**config.mk**
```make
export PLATFORM = sky130hd
export DESIGN_NAME = mem_checkpoint_monitor
export DESIGN_NICKNAME = d
export VERILOG_FILES = /design/src/rtl/mem_checkpoint_monitor_pkg.sv /design/src/rtl/mem_checkpoint_monitor_debounce.sv /design/src/rtl/mem_checkpoint_monitor.sv
export SDC_FILE = /design/constraint.sdc
export NUM_CORES = 1
export LEC_CHECK = 0
export BUFFER_PORTS_ARGS = -buffer_cell sky130_fd_sc_hd__buf_4
export CAP_MARGIN = 20
export CORE_MARGIN = 5
export CORE_UTILIZATION = 35
export DETAILED_ROUTE_END_ITERATION = 8
export PLACE_DENSITY = 0.53
export SLEW_MARGIN = 0
export SYNTH_ARGS = -nofsm -noshare
export SYNTH_HDL_FRONTEND = slang
export SYNTH_SLANG_ARGS = --single-unit
```
**constraint.sdc**
```tcl
create_clock -name core_clk -period 3.58 [get_ports core_clk]
set_clock_uncertainty 0.15 [all_clocks]
set_input_delay 0.358 -clock core_clk [delete_from_list [all_inputs] [get_ports core_clk]]
set_output_delay 0.358 -clock core_clk [all_outputs]
set_load 0.02 [all_outputs]
```
**src/rtl/mem_checkpoint_monitor_pkg.sv**
```systemverilog
// Shared constants, state/code types and the checkpoint code decoder for the
// firmware checkpoint monitor.
package mem_checkpoint_monitor_pkg;

   localparam logic [7:0] START_HI = 8'hA0;
   localparam logic [7:0] RES_HI   = 8'hAB;
   localparam logic [7:0] TAG_BASE = 8'h10;
   localparam logic [7:0] PASS_BIT = 8'h01;
   localparam int         MAX_CH   = 4;

   typedef enum logic [1:0] {
      ST_IDLE = 2'd0,
      ST_RUN  = 2'd1,
      ST_PASS = 2'd2,
      ST_FAIL = 2'd3
   } state_t;

   typedef enum logic [1:0] {
      K_NONE  = 2'd0,
      K_START = 2'd1,
      K_PASS  = 2'd2,
      K_FAIL  = 2'd3
   } kind_t;

   typedef struct packed {
      kind_t      kind;
      logic [1:0] ch;
   } code_info_t;

   // Channel i uses tag 8'h10 << i; codes for channels >= num_ch decode as K_NONE.
   function automatic code_info_t decode_code(input logic [15:0] code, input int num_ch);
      code_info_t info;
      logic [7:0] tag;
      info.kind = K_NONE;
      info.ch   = 2'd0;
      for (int i = 0; i < MAX_CH; i++) begin
         tag = TAG_BASE << i;
         if (i < num_ch) begin
            if (code == {START_HI, tag}) begin
               info.kind = K_START;
               info.ch   = 2'(i);
            end else if (code == {RES_HI, tag}) begin
               info.kind = K_FAIL;
               info.ch   = 2'(i);
            end else if (code == {RES_HI, tag | PASS_BIT}) begin
               info.kind = K_PASS;
               info.ch   = 2'(i);
            end
         end
      end
      return info;
   endfunction

endpackage

```
**src/rtl/mem_checkpoint_monitor_debounce.sv**
```systemverilog
// Glitch filter for the checkpoint field: a value is accepted once after it has
// held for STABLE_CYCLES registered samples and differs from the last accepted value.
module ckpt_debounce #(
   parameter int W             = 16,
   parameter int STABLE_CYCLES = 2
) (
   input  logic         clk,
   input  logic         rst_n,
   input  logic         clr,
   input  logic [W-1:0] din,
   output logic         acc_valid,
   output logic [W-1:0] acc_code
);

   localparam int SW = $clog2(STABLE_CYCLES + 1);

   logic [W-1:0]  in_q;
   logic [W-1:0]  last_q;
   logic [SW-1:0] cnt_q;
   logic          accept;

   // Handshake: acc_valid is a one-cycle strobe, acc_code is valid in the same
   // cycle; the consumer has no ready and must take the code when it is offered.
   assign accept = (cnt_q == SW'(STABLE_CYCLES)) && (in_q != last_q) && !clr;

   always_ff @(posedge clk or negedge rst_n) begin
      if (!rst_n) begin
         in_q      <= '0;
         cnt_q     <= '0;
         last_q    <= '0;
         acc_valid <= 1'b0;
         acc_code  <= '0;
      end else begin
         in_q <= din;
         if (din == in_q) begin
            if (cnt_q != SW'(STABLE_CYCLES)) cnt_q <= cnt_q + 1'b1;
         end else begin
            cnt_q <= SW'(1);
         end
         acc_valid <= accept;
         if (accept) acc_code <= in_q;
         // Forgetting the last code while disarmed lets a rerun reuse the same sequence.
         if (clr)         last_q <= '0;
         else if (accept) last_q <= in_q;
      end
   end

endmodule

```
**src/rtl/mem_checkpoint_monitor.sv**
```systemverilog
// Checkpoint monitor: tracks firmware start/pass/fail codes for NUM_CH phases in
// descending order with a RUN-cycle timeout and sticky verdicts.
module mem_checkpoint_monitor
   import mem_checkpoint_monitor_pkg::*;
#(
   parameter int NUM_CH         = 3,
   parameter int STABLE_CYCLES  = 2,
   parameter int TIMEOUT_CYCLES = 300000,
   parameter int CNT_W          = 20
) (
   input  logic              core_clk,
   input  logic              core_rstn,
   input  logic              enable,
   input  logic [15:0]       checkbits,
   output logic [1:0]        state,
   output logic              done,
   output logic              pass,
   output logic              fail,
   output logic              timeout,
   output logic [NUM_CH-1:0] ch_started,
   output logic [NUM_CH-1:0] ch_passed,
   output logic [15:0]       fail_code,
   output logic [CNT_W-1:0]  cycle_count
);

   localparam logic [1:0]       LAST_CH = 2'(NUM_CH - 1);
   localparam logic [CNT_W-1:0] TO_LAST = CNT_W'(TIMEOUT_CYCLES - 1);

   logic [1:0]       rst_sync_q;
   logic             rst_n;
   logic             acc_valid;
   logic [15:0]      acc_code;
   code_info_t       info;
   logic             hit;

   state_t           state_q, state_d;
   logic [1:0]       exp_q, exp_d;
   logic [3:0]       started_q, started_d;
   logic [3:0]       passed_q, passed_d;
   logic [15:0]      code_q, code_d;
   logic             timeout_q, timeout_d;
   logic [CNT_W-1:0] cnt_q, cnt_d;

   // Reset asserts asynchronously and releases on the clock.
   always_ff @(posedge core_clk or negedge core_rstn) begin
      if (!core_rstn) rst_sync_q <= 2'b00;
      else            rst_sync_q <= {rst_sync_q[0], 1'b1};
   end
   assign rst_n = rst_sync_q[1];

   ckpt_debounce #(
      .W             (16),
      .STABLE_CYCLES (STABLE_CYCLES)
   ) u_debounce (
      .clk       (core_clk),
      .rst_n     (rst_n),
      .clr       (!enable),
      .din       (checkbits),
      .acc_valid (acc_valid),
      .acc_code  (acc_code)
   );

   assign info = decode_code(acc_code, NUM_CH);
   assign hit  = acc_valid && (info.kind != K_NONE);

   always_ff @(posedge core_clk or negedge rst_n) begin
      if (!rst_n) begin
         state_q   <= ST_IDLE;
         exp_q     <= LAST_CH;
         started_q <= '0;
         passed_q  <= '0;
         code_q    <= '0;
         timeout_q <= 1'b0;
         cnt_q     <= '0;
      end else begin
         state_q   <= state_d;
         exp_q     <= exp_d;
         started_q <= started_d;
         passed_q  <= passed_d;
         code_q    <= code_d;
         timeout_q <= timeout_d;
         cnt_q     <= cnt_d;
      end
   end

   always_comb begin
      state_d   = state_q;
      exp_d     = exp_q;
      started_d = started_q;
      passed_d  = passed_q;
      code_d    = code_q;
      timeout_d = timeout_q;
      cnt_d     = cnt_q;
      if (!enable) begin
         state_d   = ST_IDLE;
         exp_d     = LAST_CH;
         started_d = '0;
         passed_d  = '0;
         code_d    = '0;
         timeout_d = 1'b0;
         cnt_d     = '0;
      end else begin
         case (state_q)
            ST_IDLE: begin
               state_d = ST_RUN;
               cnt_d   = '0;
            end
            ST_RUN: begin
               if (cnt_q != {CNT_W{1'b1}}) cnt_d = cnt_q + 1'b1;
               if (hit) begin
                  case (info.kind)
                     K_START: begin
                        if (info.ch == exp_q) begin
                           started_d[exp_q] = 1'b1;
                        end else begin
                           state_d = ST_FAIL;
                           code_d  = acc_code;
                        end
                     end
                     K_PASS: begin
                        if ((info.ch == exp_q) && started_q[exp_q]) begin
                           passed_d[exp_q] = 1'b1;
                           if (exp_q == 2'd0) state_d = ST_PASS;
                           else               exp_d   = exp_q - 1'b1;
                        end else begin
                           state_d = ST_FAIL;
                           code_d  = acc_code;
                        end
                     end
                     default: begin
                        state_d = ST_FAIL;
                        code_d  = acc_code;
                     end
                  endcase
               end else if (cnt_q >= TO_LAST) begin
                  // >= keeps the timeout live if an accept pre-empted the exact cycle.
                  state_d   = ST_FAIL;
                  timeout_d = 1'b1;
                  code_d    = '0;
               end
            end
            default: ;
         endcase
      end
   end

   assign state       = state_q;
   assign done        = (state_q == ST_PASS) || (state_q == ST_FAIL);
   assign pass        = (state_q == ST_PASS);
   assign fail        = (state_q == ST_FAIL);
   assign timeout     = timeout_q;
   assign ch_started  = started_q[NUM_CH-1:0];
   assign ch_passed   = passed_q[NUM_CH-1:0];
   assign fail_code   = code_q;
   assign cycle_count = cnt_q;

endmodule

```
== Yosys cells after proc, flatten, opt, wreduce, memory -nomap -nowiden ==
Index checks and enable logic that the tools add are counted.
Word-level totals
  register bits after elaboration: 102
  logic and storage cells: 131
Operators by class
  order comparisons: 3
  multiplexer cells: 55
  bitwise gates (word level): 2
  equality and inequality tests: 39
  reduce and logical (&&, ||, !) cells: 16
  $add $sub $neg: 3
Operators by type and width (count)
  $eq A16 B16 Y1 const B: 9
  $mux W16: 8
  $mux W4: 19
  $mux W20: 2
  $pmux W20 S2: 1
  $pmux W16 S2: 1
  $mux W2: 14
  $add A20 B1 Y20 const B: 1
  $ge A20 B19 Y1 const B: 1
  $ne A20 B20 Y1 const B: 1
  $eq A16 B16 Y1: 1
  $ne A16 B16 Y1: 1
  $ne A2 B1 Y1 const B: 8
  $reduce_and A4 Y1: 4
  $ne A4 B4 Y1 const B: 3
  $eq A2 B2 Y1 const B: 4
  $ne A2 B2 Y1 const B: 4
  $or A4 B4 Y4: 2
  $pmux W2 S2: 2
  $mux W1: 6
  $ne A3 B1 Y1 const B: 2
  $ne A6 B6 Y1 const B: 1
  $logic_and A1 B1 Y1: 5
  $ne A5 B5 Y1 const B: 1
  other kinds (15): 17

== Depth between registers and ports, before layout ==
Gate-level depths: netlist (run 1).
  depth after elaboration: 17
  depth in mapped cells: 8
  depth with buffers taken out: 7

== Cells and area by module ==
Synthesis (run 1) repeated with hierarchy kept, for this count alone.
Unflattened totals
  cells, all modules: 407
  area, all modules: 4760.8 um^2
Modules (own cells, without submodules)
  mem_checkpoint_monitor: times used 1, area an instance 2580.0 um^2, cells an instance 253
  ckpt_debounce: times used 1, area an instance 2180.8 um^2, cells an instance 154

== Least setup slack after synthesis (run 1) ==
No wires, ideal clock.
  path kind: register -> register
  from: reg cnt_q[0], in the netlist cycle_count[0]
  to: reg code_q[10], in the netlist fail_code[10]
  library setup time: 0.066 ns
  path slack: 1.253 ns
  stages on the path, launching flop included: 9
  period minus slack after synthesis: 2.327 ns
  data required time: 3.364 ns
  arrival time: 2.111 ns
  cell sequence: dfrtp_1 > ha_1 > a41oi_1 > o311ai_0 > a311oi_1 > a21oi_1 > a21boi_2 > buf_4 > and2_1
On the way
  cells in the longest elaborated chain, start to end: 3
Ends and longest elaborated chain
  start: declaration: line mem_checkpoint_monitor.sv:42  | logic [CNT_W-1:0] cnt_q, cnt_d;
  start signal: assignment: line mem_checkpoint_monitor.sv:82  | cnt_q <= cnt_d;
  $ge A20 B19 Y1: line mem_checkpoint_monitor.sv:135  | end else if (cnt_q >= TO_LAST) begin
  $ne A3 B1 Y1 (no line)
  $reduce_and A4 Y1 (no line)
  end signal: assignment: line mem_checkpoint_monitor.sv:80  | code_q <= code_d;
  end: declaration: line mem_checkpoint_monitor.sv:40  | logic [15:0] code_q, code_d;
No other way between the ends.
A chain may end at the register's enable or synchronous reset.

== Worst setup path after layout (run 1) ==
  from: reg cnt_q[0], in the netlist cycle_count[0]
  to: reg code_q[11], in the netlist fail_code[11]
Same word-level chain as after synthesis.

==> results of run 1 <==
## power breakdown
group	internal (mW)	switching (mW)	total, mW	leakage (nW)
Sequential	1.15	0.0234	1.18	1.36
Combinational	0.0514	0.0555	0.107	1.17
Clock	0.585	0.436	1.02	0.149
## metrics by stage
stage | total power, mW | cells | worst slack [ns] | utilization (%) | instance area [µm²]
6_report | 2.30 | 680 | 0.877 | 44.5 | 5870
5_1_grt | 2.40 | 680 | 0.638 | 44.5 | 5870
4_1_cts | 2.33 | 680 | 0.812 | 44.5 | 5870
3_5_place_dp | 1.29 | 647 | 0.822 | 40.8 | 5380
3_3_place_gp | 1.29 | 646 | 0.949 | 40.6 | 5360
2_1_floorplan | 1.24 | 415 | 0.410 | - | 4690
## synth_stat cells (6+ instances only)
library cell | instances | area share, %
o21a_1 | 9 | 1.4
mux2_2 | 16 | 3.8
xor2_1 | 20 | 3.7
ha_1 | 6 | 1.6
nor3_1 | 7 | 0.75
nand2_1 | 48 | 3.8
inv_1 | 9 | 0.72
or3_1 | 6 | 0.80
and2_1 | 10 | 1.3
xnor2_1 | 28 | 5.2
a21boi_0 | 16 | 2.6
nand3_1 | 6 | 0.64
o21ai_0 | 10 | 1.1
nand4_1 | 9 | 1.2
clkbuf_1 | 9 | 0.72
dfrtp_1 | 100 | 53
nor2_1 | 30 | 2.4
a22o_1 | 7 | 1.3
a21oi_1 | 10 | 1.1
## flip-flops by register name, summed over array words and instances, names as in the netlist
name,count
u_debounce.in_q,16
u_debounce.acc_code,16
started_q,4
passed_q,3
rst_sync_q,2
u_debounce.last_q,16
state,2
u_debounce.cnt_q,2
exp_q,2
timeout,1
cycle_count,20
u_debounce.acc_valid,1
fail_code,16
## path summary, 6_finish.rpt
| path | start | end |
|---|---|---|
| min in group core_clk | rst_sync_q[0] | rst_sync_q[1] |
| worst min-delay path | rst_sync_q[1] | u_debounce.in_q[9] |
| worst min register to register | rst_sync_q[1] | u_debounce.in_q[9] |
| max in group asynchronous | rst_sync_q[1] | cycle_count[0] |
| worst max-delay path | cycle_count[0] | fail_code[11] |
| worst max register to register | cycle_count[0] | fail_code[11] |
## critical path, stage by stage (launching register included)
cell	delay [ns]
dfrtp_1	0.42
ha_1	0.27
a41oi_1	0.23
o311ai_0	0.16
a311oi_1	0.49
a21oi_1	0.18
a21boi_2	0.51
a22o_1	0.24
## final cells by class
| type | count | area share [%] |
|---|---|---|
| Tap cell | 176 | 3.75 |
| Timing Repair Buffer | 88 | 12.3 |
| Clock inverter | 4 | 0.939 |
| Inverter | 10 | 0.640 |
| Clock buffer | 12 | 4.37 |
| Multi-Input combinational cell | 289 | 34.8 |
| Sequential cell | 101 | 43.2 |
## kinds of logic (layout without fill, tap and decap cells)
group | after synthesis | count (layout) | share of synthesized area (%)
simple gates | 147 | 147 | 17.2
flops | 101 | 101 | 54.0
compound gates | 69 | 69 | 11.1
xor+xnor | 48 | 48 | 8.97
buf+inv | 25 | 114 | 2.51
mux | 18 | 18 | 4.56
fa+ha+maj | 6 | 6 | 1.60
other cells | 1 | 1 | 0.0800
## routing by layer
layer	global-route usage (%)	vias up	routed length (µm)	part of all wire [%]
met5	0	-	0	0
met4	4.78	0	163	1.6
met3	2.96	11	368	3.7
met2	21.4	46	4710	47
met1	17.9	1619	4800	48
li1	-	1615	-	-
==> metrics.md, run 1 <==
| Metric | Value |
|---|---|
| Die area | `between 15000 and 20000 µm²` |
| Post CTS Setup Buffer Count | `0` |
| Final hold violation count | `0` |
| Fraction of registers with async set or reset after synthesis | `100%` |
| Via density | `4.84` |
| # H-tree levels | `3` |
| Main synth FF type | `dfrtp_1` |
| Slew of the pin with the lowest slew margin | `a little over 0.6 ns` |
| Maximum vdd drop | `roughly 0.2 mV` |
| Port Buffer Count | `66` |
| PD cells | `393 nW/µm²` |
| CTS root buf | `clkbuf_16` |
| Total of max-cap violations | `0` |
| DRC viols | `0` |
| Multi-input gate area | `2040 µm²` |
| Syn Area/Cell | `about 11 µm²` |
| Starting Density | `roughly 36%` |
| Worst reg2reg setup slack | `slightly below 0.9 ns` |
| Synth warnings | `0` |
| EDFF count, synth | `0` |
| Vias in the first global route | `~3500` |
| Post-Syn Instances | `a little over 400` |
| RSZ-0062 raised after global routing | `no` |
| Skew-Pair Late Insertion Delay | `between 0.3 and 0.4 ns` |
| Clock tree buffer depth | `2` |
| Inserted Diodes | `0` |
| Area Growth Syn to Fin | `25.1%` |
| Max Freq | `370 MHz` |
| Syn_nets | `between 400 and 500` |
| Worst min-delay path category | `flop to async pin` |
| Final GP Congestion | `0.776` |
| Seq cells post-synth | `just over 100` |
| Fraction of layout cells with a size suffix above 1 | `between 20% and 30%` |
| Reg2Reg Depth | `7` |
| Slew headroom | `between 50 and 60%` |
| Most common cell after layout, fill and taps aside | `dfrtp_1` |
| Pin count of the biggest net entering global routing | `65` |
| Crit Path Class | `flop to flop` |
| Crit path DAT | `roughly 2.8 ns` |
| Critical Path Source Type | `flop` |
| First-pass GRT wire length | `~17000 µm` |
| Die H | `126 µm` |
| Avg WL per Cell | `14.8 µm` |
| Grt ovf | `0` |
| P_leak | `between 2 and 3 nW` |
| Layout filler cell count | `1242` |
| WP data required | `between 3 and 4 ns` |
| Core Rows | `42` |
| Hpwl dp | `approximately 7200 µm` |
| Distinct cells, synth | `between 50 and 60` |
| Hold_ws | `between 0.08 and 0.09 ns` |
| CP max FO | `16` |
| Total CTS buffers | `9` |
| Fin. max-slew vios | `0` |
| Detail Route Antenna Nets | `0` |
| CTS tree | `done` |
| CTS clock-pin slew for the worst setup and hold paths | `0.07 ns` |
| Register area share after synthesis | `between 50% and 60%` |
| Register area | `2530 µm²` |
| Worst setup EP type | `flop` |
| Most frequent cells in the layout | `dfrtp_1, buf_4, nand2_1, nor2_1, xnor2_1` |
| Tmin final | `2.70 ns` |
| Num ports | `67` |
| Mapped cell area | `4690 µm²` |
| GRT Resource Usage Total | `13.4%` |
| Setup TNS | `0 ns` |
| Fin crit share | `75.5%` |
| Hold buffer count at cts | `17` |
| Post_cts resized | `0` |
| Antenna violations before repair | `0` |
| DR iter-0 viols | `145` |
| Final nets | `approximately 520` |
| Clock Sinks | `just over 100` |
| Final setup viols | `0` |
| Die W | `126 µm` |
| Status | `finished, final reports clean` |
| Vias | `between 3000 and 4000` |
| Core area | `13200 µm²` |
| Final wirelength | `approximately 10000 µm` |
| First-pass detailed-route iteration total | `4` |
Note: power is estimated with default switching activity, not from simulation.
==> run 2, diff against run 1 <==
clock period = 2.55 ns   (was 3.58 ns; I/O delays follow)
==> metrics.md, run 2 (synthesis results as in run 1) <==
| Metric | Value |
|---|---|
| Most common cell after layout, fill and taps aside | `dfrtp_1` |
| Total CTS buffers | `9 (unchanged)` |
| Crit Path Class | `flop to flop` |
| CP max FO | `16 (unchanged)` |
| M3 GR Usage | `4.36% (+1.4 points)` |
| M2 GR Usage | `20.4% (-1.0 points)` |
| Total of max-cap violations | `0 (unchanged)` |
| Detail Route Antenna Nets | `0 (unchanged)` |
| Clock tree buffer depth | `2 (unchanged)` |
| Pwr Total | `3.28 mW (+42%)` |
| Slew headroom | `64.6% (+6.5 points)` |
| CTS tree | `done` |
| Max Freq | `423 MHz (+14%)` |
| Core Rows | `42 (unchanged)` |
| Crit path DAT | `2.44 ns (-0.40 ns)` |
| Grt ovf | `0 (unchanged)` |
| Starting Density | `35.5% (unchanged)` |
| Core area | `13200 µm² (unchanged)` |
| First-pass detailed-route iteration total | `4 (unchanged)` |
| CTS root buf | `clkbuf_16` |
| Avg WL per Cell | `14.4 µm (-2.7%)` |
| First-pass GRT wire length | `16600 µm (-3.6%)` |
| Num ports | `67 (unchanged)` |
| NetSw | `0.698 mW (+35%)` |
| Port Buffer Count | `66 (unchanged)` |
| Crit-path cells | `ha_1 > a41oi_1 > o311ai_1 > a311oi_1 > buf_4 > a21oi_1 > a21boi_2 > buf_4 > a22o_1` |
| Vias in the first global route | `3360 (-2.7%)` |
| CP top delay family | `compound AO/OA/AOI/OAI gates` |
| Fin crit share | `92.7% (+17 points)` |
| Inserted Diodes | `0 (unchanged)` |
| Fraction of layout cells with a size suffix above 1 | `25.0% (+1.6 points)` |
| Final GP Congestion | `0.810 (+4.4%)` |
| Tmin final | `2.36 ns (-0.339 ns)` |
| Post CTS Setup Buffer Count | `0 (unchanged)` |
| Slew of the pin with the lowest slew margin | `0.527 ns (-0.0948 ns)` |
| Pin count of the biggest net entering global routing | `71 (+9.2%)` |
| Max reg flops | `20 (unchanged)` |
| Switching share of power | `21.3% (-1.1 points)` |
| Comb power frac | `4.6% (about the same)` |
| Met1 usage | `17.0% (-0.90 points)` |
| Area Growth Syn to Fin | `26.7%` |
| Maximum vdd drop | `0.376 mV (+89%)` |
| DRC viols | `0 (unchanged)` |
| Buf+Inv Stages, Crit Path | `2 (+2)` |
| # H-tree levels | `3 (unchanged)` |
| Antenna violations before repair | `0 (unchanged)` |
| Final setup viols | `0 (unchanged)` |
| Worst setup EP type | `flop` |
| Final wirelength | `9880 µm (-1.6%)` |
| Vias | `3325 (+1.0%)` |
| Die W | `126 µm (unchanged)` |
| Skew-Pair Late Insertion Delay | `0.34 ns (about the same)` |
| Clk network pwr share | `44.9% (+0.6 points)` |
| Cell repeated most along the worst path | `buf_4` |
| Final hold violation count | `0 (unchanged)` |
| RSZ-0062 raised after global routing | `no` |
| GR peak layer | `met2` |
| Die H | `126 µm (unchanged)` |
| Delay of the slowest critical-path stage | `0.41 ns (-0.10 ns)` |
| Via density | `4.83 (-0.14%)` |
| WP data required | `2.63 ns (-1.08 ns)` |
| Critical Path Source Type | `flop` |
| Most frequent cells in the layout | `dfrtp_1, buf_4, nand2_1, nor2_1, xnor2_1` |
| Clock Sinks | `101 (unchanged)` |
| Internal power | `2.58 mW (+44%)` |
| Die area | `15800 µm² (unchanged)` |
| Status | `finished, final reports clean` |
| DR iter-0 viols | `155 (+6.9%)` |
| Fin. max-slew vios | `0 (unchanged)` |
| GRT Resource Usage Total | `13.0% (-0.34 points)` |
| Final nets | `532 (+1.5%)` |
| Hpwl dp | `7110 µm (-1.7%)` |
| Setup TNS | `0 ns (unchanged)` |
| P_leak | `2.72 nW (+1.8%)` |
| CTS clock-pin slew for the worst setup and hold paths | `0.07 ns (about the same)` |
| Sequential power share | `50.5% (-0.5 points)` |
| PD cells | `552 nW/µm² (+40%)` |
| Crit-path slowest cell | `dfrtp_1` |
| Layout filler cell count | `1257 (+1.2%)` |
| Worst min-delay path category | `input port to flop` |
[run 2: timing repair]
item | CTS | global route
hold buffers | 17 | 0
resized for setup | 0 | 2
hold endpoints to repair | 18 | 0
setup endpoints to repair | 0 | 6
[run 2: stage by stage]
stage	setup slack, ns	utilization, %	std cells	area, µm²	hold slack (ns)
2_1_floorplan	0.223	-	415	4690	-0.191
3_3_place_gp	0.213	41.2	655	5440	-0.112
3_5_place_dp	0.119	41.2	655	5440	-0.110
4_1_cts	0.104	45.0	688	5930	0.0569
5_1_grt	0.0289	45.0	688	5940	0.0715
6_report	0.186	45.0	688	5940	0.0672
[run 2: metal layers]
metal | share of wire (%) | up-vias
met5 | 0 | -
met4 | 2.0 | 0
met3 | 4.9 | 14
met2 | 47 | 63
met1 | 46 | 1633
li1 | - | 1615
[run 2: worst paths after layout]
path                           startpoint  slack, ns  cells past startpoint                   to
setup reg to reg           cycle_count[1]       0.19                      9         fail_code[9]
hold reg to reg             rst_sync_q[1]       0.11                      0  u_debounce.in_q[15]
hold / removal                     enable       0.07                      2             exp_q[1]
min in group asynchronous       core_rstn       0.08                      2        rst_sync_q[0]
max in group asynchronous   rst_sync_q[1]       1.40                      1             exp_q[1]
setup / recovery           cycle_count[1]       0.19                      9         fail_code[9]
[run 2: final cells by class]
cell class                      count  area, µm²  area share, %
Tap cell                          176        220           3.71
Multi-Input combinational cell    289       2050           34.5
Inverter                           10       37.5          0.632
Timing Repair Buffer               96        776           13.1
Clock buffer                       10        239           4.02
Sequential cell                   101       2530           42.6
Clock inverter                      6       86.3           1.45
[run 2: power groups by stage]
| stage | sequential (mW) | clock (mW) | combinational (mW) |
|---|---|---|---|
| 4_1_cts | 1.65 | 1.52 | 0.156 |
| 2_1_floorplan | 1.69 | 0 | 0.0558 |
| 6_report | 1.65 | 1.47 | 0.152 |
| 3_5_place_dp | 1.69 | 0 | 0.135 |
| 5_1_grt | 1.66 | 1.59 | 0.171 |
| 3_3_place_gp | 1.68 | 0 | 0.133 |
